--- config.mk ---
export PLATFORM = sky130hd
export DESIGN_NAME = fetch_resp_128
export DESIGN_NICKNAME = d
export VERILOG_FILES = /design/src/rtl/fetch_resp_128.sv
export SDC_FILE = /design/constraint.sdc
export NUM_CORES = 1
export LEC_CHECK = 0
export ABC_AREA = 1
export BUFFER_PORTS_ARGS = -buffer_cell sky130_fd_sc_hd__buf_4
export CAP_MARGIN = 20
export CORE_UTILIZATION = 50
export CTS_BUF_LIST = sky130_fd_sc_hd__clkbuf_16
export DETAILED_ROUTE_END_ITERATION = 16
export PLACE_DENSITY = 0.8
export SYNTH_ARGS = -nofsm -noshare
export SYNTH_HDL_FRONTEND = slang
export SYNTH_SLANG_ARGS = --single-unit
--- constraint.sdc ---
create_clock -name clk -period 2.75 [get_ports clk]
set_input_delay 0.4125 -clock clk [delete_from_list [all_inputs] [get_ports clk]]
set_output_delay 0.4125 -clock clk [all_outputs]
set_load 0.005 [all_outputs]
--- src/rtl/fetch_resp_128.sv ---
`default_nettype none
// fetch_resp_128: memory-side responder for the 128-bit req/gnt/rvalid fetch protocol.
// Returns address-derived lines in grant order after LATENCY cycles; grant stalls come from an LFSR.
module fetch_resp_128 #(
  parameter int          FETCH_ADDR_WIDTH = 32,
  parameter int          FETCH_DATA_WIDTH = 128,
  parameter int          LATENCY          = 2,
  parameter int          MAX_OUTSTANDING  = 4,
  parameter logic [15:0] LFSR_SEED        = 16'hACE1
) (
  input  logic                        clk,
  input  logic                        rst_n,
  input  logic                        fetch_req_i,
  input  logic [FETCH_ADDR_WIDTH-1:0] fetch_addr_i,
  output logic                        fetch_gnt_o,
  output logic                        fetch_rvalid_o,
  output logic [FETCH_DATA_WIDTH-1:0] fetch_rdata_o,
  input  logic [3:0]                  stall_rate_i,
  input  logic                        rsp_hold_i,
  output logic [31:0]                 n_granted_o,
  output logic [31:0]                 n_resp_o,
  output logic                        err_misaligned_o
);

  localparam int              PTR_W = $clog2(MAX_OUTSTANDING);
  localparam int              CNT_W = PTR_W + 1;
  localparam logic [CNT_W-1:0] DEPTH = CNT_W'(MAX_OUTSTANDING);
  localparam logic [4:0]      LAT5  = 5'(LATENCY);

  logic [15:0]                 lfsr;
  logic                        stall;
  logic                        push;
  logic                        pop;
  logic                        head_eligible;
  logic [PTR_W-1:0]            head;
  logic [PTR_W-1:0]            tail;
  logic [CNT_W-1:0]            count;
  logic [FETCH_ADDR_WIDTH-1:0] addr_q [MAX_OUTSTANDING];
  logic [3:0]                  age_q  [MAX_OUTSTANDING];
  logic [31:0]                 base;
  logic [FETCH_DATA_WIDTH-1:0] line;

  assign stall       = lfsr[3:0] < stall_rate_i;
  // Registered occupancy only: a same-cycle pop never frees a slot for this cycle's grant.
  assign fetch_gnt_o = fetch_req_i & ~stall & (count < DEPTH);
  assign push        = fetch_req_i & fetch_gnt_o;

  // age+1 >= LATENCY is age >= LATENCY-1 without a constant compare when LATENCY is 1.
  assign head_eligible = (count != '0) && (({1'b0, age_q[head]} + 5'd1) >= LAT5);
  assign pop           = head_eligible & ~rsp_hold_i;

  assign base = 32'(addr_q[head]) & 32'hFFFF_FFF0;

  for (genvar k = 0; k < FETCH_DATA_WIDTH / 32; k++) begin : g_word
    assign line[32*k +: 32] = base + 32'(4 * k);
  end

  always_ff @(posedge clk) begin
    if (!rst_n) begin
      lfsr             <= LFSR_SEED;
      head             <= '0;
      tail             <= '0;
      count            <= '0;
      fetch_rvalid_o   <= 1'b0;
      fetch_rdata_o    <= '0;
      n_granted_o      <= '0;
      n_resp_o         <= '0;
      err_misaligned_o <= 1'b0;
    end else begin
      lfsr <= {lfsr[0] ^ lfsr[2] ^ lfsr[3] ^ lfsr[5], lfsr[15:1]};
      if (push) tail <= tail + 1'b1;
      if (pop)  head <= head + 1'b1;
      case ({push, pop})
        2'b10:   count <= count + 1'b1;
        2'b01:   count <= count - 1'b1;
        default: count <= count;
      endcase
      fetch_rvalid_o <= pop;
      if (pop)  fetch_rdata_o <= line;
      if (push) n_granted_o   <= n_granted_o + 32'd1;
      if (pop)  n_resp_o      <= n_resp_o + 32'd1;
      if (push && (fetch_addr_i[3:0] != 4'd0)) err_misaligned_o <= 1'b1;
    end
  end

  // Slot storage needs no reset: a slot is only read after a push has written it.
  always_ff @(posedge clk) begin
    for (int i = 0; i < MAX_OUTSTANDING; i++) begin
      if (age_q[i] != 4'hF) age_q[i] <= age_q[i] + 4'd1;
    end
    if (push) begin
      addr_q[tail] <= fetch_addr_i;
      age_q[tail]  <= 4'd0;
    end
  end

endmodule
`default_nettype wire

==> metrics.md <==
| Metric | Value |
|---|---|
| Outcome | `finished clean` |
| Final setup fails | `0` |
| Final core occ | `0.606` |
| Worst vdd ir | `about 0.64 mV` |
| Hold Path Class | `input port to flop` |
| Mean Syn Cell Area | `roughly 8.3 µm²` |
| Die Ht | `157 µm` |
| Post-Synthesis Cells | `1446` |
| Power per cell area | `796 nW/µm²` |
| Largest family of logic cells by synthesized area | `simple AND/OR/NAND/NOR gates` |
| Min Clock Period, post-route | `2.56 ns` |
| Fin Setup TNS | `0 ns` |
| Post-synth ARST share | `0` |
| First drt pass iteration count | `8` |
| Pwr Total | `around 11 mW` |
| Switching power share of the total | `0.311` |
| Synthesized area | `roughly 12000 µm²` |
| Die width | `between 150 and 200 µm` |
| Worst slew margin | `0.492` |
| Distinct cells, synth | `38` |
| Clk pin slew, worst setup/hold paths | `approximately 0.070 ns` |
| Mux cell area share after synthesis | `0.00376` |
| Register bit total from synthesis | `roughly 250` |
| Top sig layer | `met4` |
| Final Hold Viols | `0` |
| Clock power share | `0.332` |
| Worst EP arrival | `2.98 ns` |
| Total track usage | `0.230` |
| Total CTS buffers | `26` |
| Boundary Pins | `~240` |
| Met3 WL | `1800 µm` |
| Combinational fraction of design power | `0.266` |
| Port Buffers | `about 220` |
| Pin count of the biggest net entering global routing | `between 60 and 70` |
| Clk buf depth | `3` |
| Initial antenna violation count | `0` |
| Placer Congestion | `0.930` |
| Area growth syn-to-layout | `18.8%` |
| Tightest Pin Transition | `approximately 0.76 ns` |
| Pint | `about 7.8 mW` |
| Post-Synth XOR/XNOR Area | `0.0234` |
| Nets | `between 1.5k and 2k` |
| Hold path depth | `1` |
| Compound-cell area share of the yosys netlist | `0.0775` |
| ANT cells | `0` |
| Via count | `approximately 10k` |
| Metal2 WL | `13900 µm` |
| CTS sink count | `between 200 and 250` |
| Max-cap violations | `0` |
| Kind of start point of the critical path | `flop` |
| Skew final | `roughly 0.020 ns` |
| Placeable Area | `between 20000 and 25000 µm²` |
| H-tree level count | `1` |
| Std cell rows | `56` |
| Layout cell share with drive strength beyond 1 | `0.196` |
| Die area | `24600 µm²` |
| Skew-Pair Late Insertion Delay | `0.55 ns` |
| Clock root cell | `clkbuf_16` |
| Iter 0 DRT Violations | `663` |
| Simple logic cell fraction of the synthesized area | `0.250` |
| Detailed Route WL | `just under 30000 µm` |
| Period utilization | `0.930` |
| GRT overflow | `0` |
| DRC Markers | `0` |
| Hold slack | `~0.066 ns` |
| CTS tree | `done` |
| Leakage Power | `slightly below 6 nW` |
| Initial Util | `0.510` |
| Avg Vias per Cell | `between 5 and 6` |
| RSZ-0062 raised after global routing | `no` |
| Reg2reg path depth | `19` |
| Fmax | `approximately 0.4 GHz` |
| P_sw | `3.52 mW` |
| Adder-cell share of the synthesized area | `0.0184` |
| Wl on met1 | `approximately 13000 µm` |
| Register area share after synthesis | `0.508` |
| Critical path peak fanout | `8` |
| EDFF count, synth | `between 100 and 150` |
| Seq pwr share | `0.402` |
| Post-DRT Antenna Nets | `0` |
| Yosys warning count | `0` |
| Vias in the first global route | `~8.9k` |
| Ys flop type | `dfxtp_1` |
| Max Slew Vio Count | `0` |
| WL/cell | `approximately 15 µm` |
| DP Wirelength | `19100 µm` |
| Data required, critical path | `between 3 and 4 ns` |
| First-pass GRT wire length | `~45000 µm` |
| Reg2Reg Setup Slack | `slightly below 0.2 ns` |
| Crit end category | `flop` |
| WS Path Type | `flop to flop` |
cells in the mapped netlist, types with 3 or more instances:
cell type,number,area [µm²]
nand4_1,3,18.8
o22ai_1,28,175
buf_4,100,751
or2_2,7,43.8
inv_1,96,360
nand3b_1,50,375
nand3_1,66,330
nand2_1,324,1220
inv_2,9,33.8
clkbuf_1,39,146
and3_1,4,25.0
o21ai_1,15,75.1
a21oi_1,63,315
mux2_2,4,45.0
buf_2,7,35.0
dfxtp_1,136,2720
xor2_1,26,228
nor2_1,235,882
buf_1,3,11.3
xnor2_1,6,52.6
nor3_1,14,70.1
ha_1,16,200
o31ai_1,4,30.0
edfxtp_1,112,3360
buf_6,6,67.6
o21ai_0,61,305
through the flow:
stage               std cells  area [µm²]  worst slack [ns]
CTS                      1911       14200            0.0603
floorplan                1457       12000            0.0246
finish                   1913       14200             0.193
global placement         1864       13300             0.177
detailed placement       1864       13300            0.0797
global route             1913       14200           0.00744
sequential cells by signal (all words and copies together), names as in the netlist, named ones only:
name / flops
count: 3
age_q: 16
addr_q: 112
fetch_rdata_o: 29
n_granted_o: 32
tail: 2
lfsr: 16
fetch_rvalid_o: 1
head: 2
n_resp_o: 32
err_misaligned_o: 1
power by group through the flow:
stage                     logic (mW)  registers, mW  clock network [mW]
after floorplan                 2.27           4.53                   0
after global routing            3.37           4.61                3.97
final                           3.02           4.56                3.76
after global placement          2.89           4.62                   0
after detailed placement        2.99           4.64                   0
after CTS                       3.01           4.56                3.82
kinds of logic (layout without fill, tap and decap cells):
logic type | Yosys count | in the layout
AO/OA/AOI/OAI | 174 | 174
flip-flops | 248 | 248
buffers and inverters | 262 | 399
multiplexers | 4 | 4
other | 1 | 12
XOR/XNOR | 32 | 32
adder cells (fa/ha/maj) | 17 | 17
AND/OR/NAND/NOR | 708 | 708
final timing paths:
path,startpoint,end
min,fetch_addr_i[25],addr_q[1][25]$_DFFE_PP_
max reg2reg,flop,count[2]$_SDFFE_PN0P_
max,flop,count[2]$_SDFFE_PN0P_
min reg2reg,lfsr[11]$_SDFF_PN1_,lfsr[10]$_SDFF_PN1_
worst max-delay path: stages, from the launching register on:
cell and delay (ns):
dfxtp_4 0.39, buf_4 0.12, nand2_1 0.05, nand3_1 0.07, nand2_1 0.09, ha_1 0.28
inv_1 0.05, nor2_1 0.03, nand3_1 0.07, nor2_1 0.05, nand2_2 0.09, nand2_4 0.06
inv_4 0.05, ha_1 0.12, inv_1 0.07, fa_1 0.40, a21oi_1 0.17, o21ai_1 0.10
o21ai_1 0.14, a21oi_1 0.06
layout by cell type, fill, tap and decap left out, types with 6 or more instances in the layout:
cell type	count
o22ai_1	28
nor2_1	235
nand3b_1	50
nand2_1	324
xnor2_1	6
clkinv_2	7
conb_1	12
nor3_1	14
inv_1	99
or2_2	7
a21oi_1	63
ha_1	16
inv_2	9
xor2_1	26
nand3_1	66
edfxtp_1	112
o21ai_0	59
bufinv_16	6
clkbuf_16	26
dfxtp_1	134
buf_4	241
o21ai_1	17
layout make-up:
cell class / count / area (µm²)
clock buffer: 26 / 651
clock inverter: 21 / 272
fill: 2033 / 9240
inverter: 107 / 404
multi-input combinational: 947 / 4530
sequential: 248 / 6090
tap: 319 / 399
timing repair buffer: 245 / 1890
layer usage:
metal	vias up	global-route usage
met2	309	0.394
met4	0	0.0593
met1	4566	0.307
li1	4860	-
met5	-	0
met3	39	0.0282
what timing repair did:
action                                 4_1_cts  5_1_grt
hold buffers                                 0        0
gates resized for setup                      0        4
endpoints found under the hold margin        0        0
buffers inserted                             0        2
setup endpoints to repair                    0        2
(Power assumes the default switching activity.)
